==> src/rtl/inst_fetch_unit.sv <==
// Instruction fetch stage: PC, read-only instruction store, 2-entry output buffer, flush/redirect.
// Optional perf counters (stall_cnt, fetch_cnt) are built when IFU_PERF_CNT_EN is defined.
module inst_fetch_unit #(
    parameter int unsigned INST_LEN = 17,
    parameter int unsigned INST_CAP = 5,
    parameter int unsigned PC_LEN   = 3,
    parameter int unsigned CNT_LEN  = 16
) (
    input  logic                clk,
    input  logic                rstn,
    input  logic                flush,
    input  logic [PC_LEN-1:0]   flush_pc,
    output logic                out_valid,
    input  logic                out_ready,
    output logic [INST_LEN-1:0] out_inst,
    output logic [PC_LEN-1:0]   out_pc,
    output logic                done
`ifdef IFU_PERF_CNT_EN
    ,
    output logic [CNT_LEN-1:0]  stall_cnt,
    output logic [CNT_LEN-1:0]  fetch_cnt
`endif
);

    localparam logic [PC_LEN-1:0] CAP_PC = PC_LEN'(INST_CAP);

    typedef enum logic [1:0] {
        S_FETCH = 2'd0,
        S_DRAIN = 2'd1,
        S_DONE  = 2'd2
    } state_t;

    // Loaded from outside the block (testbench hierarchical write); never written here.
    logic [INST_LEN-1:0] inst_mem [0:INST_CAP-1];

    state_t              state, state_n;
    logic [PC_LEN-1:0]   pc;
    logic [1:0]          count, count_n;
    logic [INST_LEN-1:0] tail_inst;
    logic [PC_LEN-1:0]   tail_pc;
    logic [INST_LEN-1:0] fetch_word;
    logic                push, pop;

    assign fetch_word = (pc < CAP_PC) ? inst_mem[pc] : '0;

    // State register
    always_ff @(posedge clk or negedge rstn) begin
        if (!rstn) state <= S_FETCH;
        else       state <= state_n;
    end

    // Next state and push/pop decisions; flush overrides everything
    always_comb begin
        state_n = state;
        push    = 1'b0;
        pop     = 1'b0;
        count_n = count;
        case (state)
            S_FETCH: begin
                if (pc >= CAP_PC) state_n = S_DRAIN;
                else              push    = (count != 2'd2);
            end
            S_DRAIN: begin
                if (count == 2'd0) state_n = S_DONE;
            end
            S_DONE:  state_n = S_DONE;
            default: state_n = S_FETCH;
        endcase
        pop = out_valid && out_ready;
        if (flush) begin
            state_n = S_FETCH;
            push    = 1'b0;
            pop     = 1'b0;
            count_n = 2'd0;
        end else begin
            count_n = count + 2'(push) - 2'(pop);
        end
    end

    // PC, buffer storage and registered outputs; head entry drives out_inst/out_pc directly
    always_ff @(posedge clk or negedge rstn) begin
        if (!rstn) begin
            pc        <= '0;
            count     <= 2'd0;
            out_valid <= 1'b0;
            out_inst  <= '0;
            out_pc    <= '0;
            tail_inst <= '0;
            tail_pc   <= '0;
            done      <= 1'b0;
        end else begin
            count     <= count_n;
            out_valid <= (count_n != 2'd0);
            done      <= (state_n == S_DONE);
            if (flush) begin
                pc        <= flush_pc;
                out_inst  <= '0;
                out_pc    <= '0;
                tail_inst <= '0;
                tail_pc   <= '0;
            end else begin
                pc <= pc + PC_LEN'(push);
                case ({push, pop})
                    2'b10: begin
                        if (count == 2'd0) begin
                            out_inst <= fetch_word;
                            out_pc   <= pc;
                        end else begin
                            tail_inst <= fetch_word;
                            tail_pc   <= pc;
                        end
                    end
                    2'b01: begin
                        // tail is kept zero when unoccupied, so shifting it in empties the head too
                        out_inst  <= tail_inst;
                        out_pc    <= tail_pc;
                        tail_inst <= '0;
                        tail_pc   <= '0;
                    end
                    2'b11: begin
                        out_inst <= fetch_word;
                        out_pc   <= pc;
                    end
                    default: ;
                endcase
            end
        end
    end

`ifdef IFU_PERF_CNT_EN
    // Saturating perf counters; only reset clears them
    always_ff @(posedge clk or negedge rstn) begin
        if (!rstn) begin
            stall_cnt <= '0;
            fetch_cnt <= '0;
        end else begin
            if (out_valid && !out_ready && (stall_cnt != '1))
                stall_cnt <= stall_cnt + CNT_LEN'(1);
            if (push && (fetch_cnt != '1))
                fetch_cnt <= fetch_cnt + CNT_LEN'(1);
        end
    end
`endif

endmodule

==> config.mk <==
export PLATFORM = sky130hd
export DESIGN_NAME = inst_fetch_unit
export DESIGN_NICKNAME = d
export VERILOG_FILES = /design/src/rtl/inst_fetch_unit.sv
export SDC_FILE = /design/constraint.sdc
export NUM_CORES = 1
export LEC_CHECK = 0
export ABC_AREA = 1
export CORE_UTILIZATION = 50
export DETAILED_ROUTE_END_ITERATION = 7
export DONT_BUFFER_PORTS = 1
export HOLD_SLACK_MARGIN = 0.05
export PLACE_DENSITY_LB_ADDON = 0.3
export SLEW_MARGIN = 20
export SYNTH_ARGS = -nofsm -noshare
export SYNTH_HDL_FRONTEND = slang
export SYNTH_SLANG_ARGS = --single-unit
==> constraint.sdc <==
create_clock -name clk -period 2.4 [get_ports clk]
set_input_delay 0.36 -clock clk [delete_from_list [all_inputs] [get_ports clk]]
set_output_delay 0.36 -clock clk [all_outputs]
set_load 0.03 [all_outputs]
==> results.cfg, run 1 <==
[routing]
dr.pass1.iters = 4
vias_per_cell = 4.759
wl_per_cell_um = 10.10
drtIter0Drc = 13
ant_nets = 0
vias = 671
routed_wirelength_mm = 1.424
drc = 0

[floorplan]
chipHeight_um = 45.70
rows = 15
start_util = 0.5411
die-area_sq_um = 2088
die_w_um = 45.70
coreArea_sq_um = 1764
ios = 29

[final_layout]
final_cell_mix = nand2_1 (30), conb_1 (17), dfrtp_1 (15)
n_antenna_cell = 0
final_common_cell = nand2_1
nFillCells = 184
syn_to_final_growth_pct = -1.180
final-seq-area_sq_um = 375.4
nets = 127
multiInputGateArea_sq_um = 450.4
final_area_sq_um = 943.4
drive_gt1_frac = 0.1466

[worst_setup_path]
crit_fanout = 5
r2r-start = state[1]
path_class = reg2reg
crit_start = state[1]
reg2reg_depth = 9
crit_end = out_valid
start_kind = flip-flop
regToRegEndpoint = out_valid
reg2reg_slack_ns = 0.73
crit_arrival_ns = 1.84
worstSetupEndpointType = flip-flop
critPathRequiredTime_ns = 2.57

[status]
status = finished clean

[flow_run]
maxCapViolations = 0

[clock_tree]
cts_tree = yes
ctsHtreeMaxLevel = 1
clk-insertion-delay-late_ns = 0.28
cts_buffers = 3
cts_num_sinks = 15
postCtsSetupBuffers = 0
clk_pin_slew_ns = 0.09
clk_path_buf_depth = 2
root_buffer = clkbuf_4

[global_route]
antenna_found_initial = 0
grt_max_degree = 16
grt.overflow.total = 0
grt_pass1_vias = 607
grt_use_total = 0.1732
grt_first_pass_wirelength_mm = 2.518

[yosys]
synth.distinct_cells = 25
synth_top_area_share = 0.3932
ys_warn_count = 0
syn_area_per_cell_sq_um = 8.448
synthesis.area_sq_um = 954.7
synth_top_cell_by_area = dfrtp_1
synth-seq-cells = 15
ys_top_cells_by_area = dfrtp_1 (39%), buf_4 (13%), nand2_1 (12%)
seq_area_frac_synth = 0.3932
syn_inst = 113

[worst_hold_path]
hold_class = in2reg

[placed_design]
port_buffers = 0
gp_congestion = 0.8147
place_area_sq_um = 907.1
hpwl_mm = 1.095

[pwr]
p_per_area_nw_per_um2 = 1062
finalPower_mw = 1.002
leakagePower_nw = 0.5379
peakVddDrop_uv = 551.8

[timing]
slew_viol_final = 0
hold_viol = 0
setup_violations = 0
period_share = 0.6977
rsz0062_at_grt = no
relSlewSlack = 0.5610
clock_skew_ns = 0.005370
tightest_slew_ns = 0.6564
finalCriticalPeriod_ns = 1.674
tns_ns = 0
max_freq_mhz = 597.2
critical path, cell delays in order, from the launching register on:
cell,delay (ns)
dfrtp_1,0.42
clkinv_1,0.07
nand2_2,0.07
nor2_4,0.17
nand2_4,0.09
ha_1,0.28
inv_1,0.04
ha_1,0.18
nor2_1,0.14
o22ai_1,0.10
routing by layer:
layer  GRT usage  part of all wire  vias to the layer above
met1      0.2150              0.46                      318
met4     0.05294             0.012                        0
met2      0.2829              0.48                       19
met3     0.05952             0.041                        2
li1            -                 -                      332
met5           0                 0                        -
worst min-delay path by stage:
stage	start	to	slack, ns	cells after the start
after floorplan	rstn	count[0]	0.06	0
after global placement	rstn	state[1]	0.06	0
after detailed placement	rstn	state[1]	0.06	0
after CTS	flush	count[0]	0.13	1
after global routing	flush	count[0]	0.11	1
final	flush	count[0]	0.13	1
per-stage QoR:
step | instances | hold WS (ns) | worst slack (ns) | utilization
2_1_floorplan | 129 | 0.06441 | 0.8441 | -
3_3_place_gp | 136 | 0.06470 | 0.7801 | 0.5142
3_5_place_dp | 136 | 0.06475 | 0.7436 | 0.5142
4_1_cts | 141 | 0.1251 | 0.7253 | 0.5348
5_1_grt | 141 | 0.1136 | 0.5761 | 0.5348
6_report | 141 | 0.1348 | 0.7255 | 0.5348
state kept, by name, indices dropped and copies added, names as in the netlist:
name and cells:
pc 3, tail_pc 3, out_pc 3, state 2, out_valid 1, done 1
count 2
Yosys cell counts (all sizes together):
library cell and number:
nand3 8, nand4 4, and3 1, inv 11
clkinv 2, nand2 34, a211oi 2, xnor2 1
o22ai 1, ha 3, o21ai 4, dfrtp 15
buf 18, conb 1, nor2 7, xor2 1
cell type report:
type	count	share of cell area
Timing Repair Buffer	1	0.01061
Clock buffer	4	0.02785
Multi-Input combinational cell	83	0.4775
Sequential cell	15	0.3979
Tap cell	25	0.03316
Inverter	13	0.05305
power by group:
group	total, mW	internal (mW)	switching, mW	leakage, nW
registers	0.470	0.331	0.139	0.196
clock network	0.141	0.0645	0.0765	0.0150
logic	0.391	0.127	0.264	0.327
total	1.00	0.523	0.479	0.538
logic make-up (layout without fill, tap and decap cells):
group | Yosys count | in the layout | synth area share
AO/OA/AOI/OAI | 7 | 7 | 0.06684
XOR/XNOR | 2 | 2 | 0.01835
adder cells (fa/ha/maj) | 3 | 3 | 0.03932
buffers and inverters | 31 | 18 | 0.1979
flip-flops | 15 | 15 | 0.3932
other | 1 | 17 | 0.003928
AND/OR/NAND/NOR | 54 | 54 | 0.2805
timing repair:
| item | CTS | global route |
|---|---|---|
| hold buffers | 1 | 0 |
| gates resized for setup | 0 | 0 |
| endpoints found under the hold margin | 15 | 0 |
Note: power is estimated with default switching activity, not from simulation.
==> run 2: changes to the inputs <==
Clock period 2.4 ns to 1.65 ns, I/O delays scaled along.
==> run 2 against run 1 <==
  * Worst setup slack got worse by 0.66 ns
  * Non-clock buffer count increased by 9
  * Critical path depth unchanged
  * Via count increased by 3.0%
  * Design area increased by 12%
  * First-iteration DRC count increased by 7.7%
  * Fmax increased by 5.7%
==> results.cfg, run 2 (same netlist as run 1, synthesis figures left out) <==
[routing]
routed_wirelength_mm = 1.621
ant_nets = 0
wl_per_cell_um = 10.81
vias = 691
drc = 0
vias_per_cell = 4.607
dr.pass1.iters = 4
drtIter0Drc = 14

[worst_setup_path]
reg2reg_depth = 9
path_buf_inv = 3
reg2reg_slack_ns = 0.07
worstSetupEndpointType = flip-flop
cpMostUsedCell = inv_2
crit_start = state[1]
crit_fanout = 4
crit_arrival_ns = 1.80
critPathRequiredTime_ns = 1.87
cp.depth = 9
regToRegEndpoint = out_valid
cp_top_family = adder cells
path_class = reg2reg
slowest_stage = dfrtp_1
crit_end = out_valid
r2r-start = state[1]
start_kind = flip-flop
crit_chain = inv_2 > nand2_4 > nor2_4 > nand2_4 > ha_4 > inv_2 > ha_4 > inv_2 > o22ai_2
slowest_delay_ns = 0.43

[final_layout]
nets = 136
drive_gt1_frac = 0.2480
nFillCells = 176
utilization = 0.5993
n_antenna_cell = 0
multiInputGateArea_sq_um = 489.2
final-seq-area_sq_um = 375.4
largest_registers = out_pc (3), pc (3), tail_pc (3)
final_cell_mix = nand2_1 (30), conb_1 (17), dfrtp_1 (15)
final_common_cell = nand2_1
syn_to_final_growth_pct = 10.75
final_area_sq_um = 1057

[pwr]
p_per_area_nw_per_um2 = 1585
leakagePower_nw = 0.5807
finalPower_mw = 1.676
peakVddDrop_uv = 971.4

[placed_design]
port_buffers = 0
place_area_sq_um = 944.7
hpwl_mm = 1.118
gp_congestion = 0.7695

[timing]
clock_skew_ns = 0.003524
finalCriticalPeriod_ns = 1.584
relSlewSlack = 0.5597
slew_viol_final = 0
setup_violations = 0
max_freq_mhz = 631.2
tightest_slew_ns = 0.6583
hold_viol = 0
hold_slack_ns = 0.06522
period_share = 0.9602

[global_route]
grt_max_degree = 16
grt_first_pass_wirelength_mm = 2.566
antenna_found_initial = 0
grt_use_total = 0.1808
grt_pass1_vias = 621
grt.overflow.total = 0

[worst_hold_path]
hold_class = in2reg
hp-start = flush

[floorplan]
die-area_sq_um = 2088
chipHeight_um = 45.70
ios = 29
start_util = 0.5411
die_w_um = 45.70
coreArea_sq_um = 1764
rows = 15

[clock_tree]
clk-insertion-delay-late_ns = 0.29
cts_buffers = 3
cts_num_sinks = 15
ctsHtreeMaxLevel = 1
root_buffer = clkbuf_4
clk_path_buf_depth = 2
clk_pin_slew_ns = 0.09
cts_tree = yes

[flow_run]
maxCapViolations = 0

[status]
status = finished clean
run 2: cell types whose count changed in the layout (fill, tap and decap cells not counted), moves of 2 or more:
| cell | previous run | this run |
|---|---|---|
| ha_1 | 3 | 1 |
| inv_1 | 7 | 5 |
| dlygate4sd3_1 | 1 | 3 |
| inv_2 | 4 | 6 |
| buf_4 | 0 | 7 |
| ha_4 | 0 | 2 |
run 2: worst min-delay path by stage:
stage | slack (ns) | end | depth (start not counted)
2_1_floorplan | -0.05 | count[0] | 0
3_3_place_gp | -0.05 | done | 0
3_5_place_dp | -0.05 | state[1] | 0
4_1_cts | 0.06 | out_valid | 1
5_1_grt | 0.06 | pc[1] | 2
6_report | 0.07 | pc[0] | 2
run 2: repair_timing:
action,CTS,global route
endpoints found under the setup margin,0,4
hold endpoints to repair,19,1
gates resized for setup,0,10
hold buffers,2,1
buffers inserted,0,2
run 2: metal layers:
metal / wire [um] / vias up / global-route usage
met3: 74 / 5 / 0.04762
met5: 0 / - / 0
met2: 788 / 28 / 0.2857
met4: 30 / 0 / 0.08824
met1: 728 / 312 / 0.2281
li1: - / 346 / -
run 2: area by class of cell:
class / count / share of cell area
Clock buffer: 4 / 0.02485
Sequential cell: 15 / 0.3550
Tap cell: 25 / 0.02959
Timing Repair Buffer: 10 / 0.07811
Multi-Input combinational cell: 83 / 0.4627
Inverter: 13 / 0.04970
run 2: stage by stage:
step                      setup slack, ns  TNS (ns)  cells
after floorplan                   0.09411         0    129
after CTS                         0.02727         0    147
after global placement            0.08117         0    141
after detailed placement          0.04930         0    141
final                             0.06570         0    150
after global routing             -0.02180  -0.03319    150
run 2: power by group:
part           switching (mW)  total, mW  internal, mW
sequential              0.179      0.661         0.482
combinational           0.484      0.800         0.316
clock                   0.120      0.214        0.0941
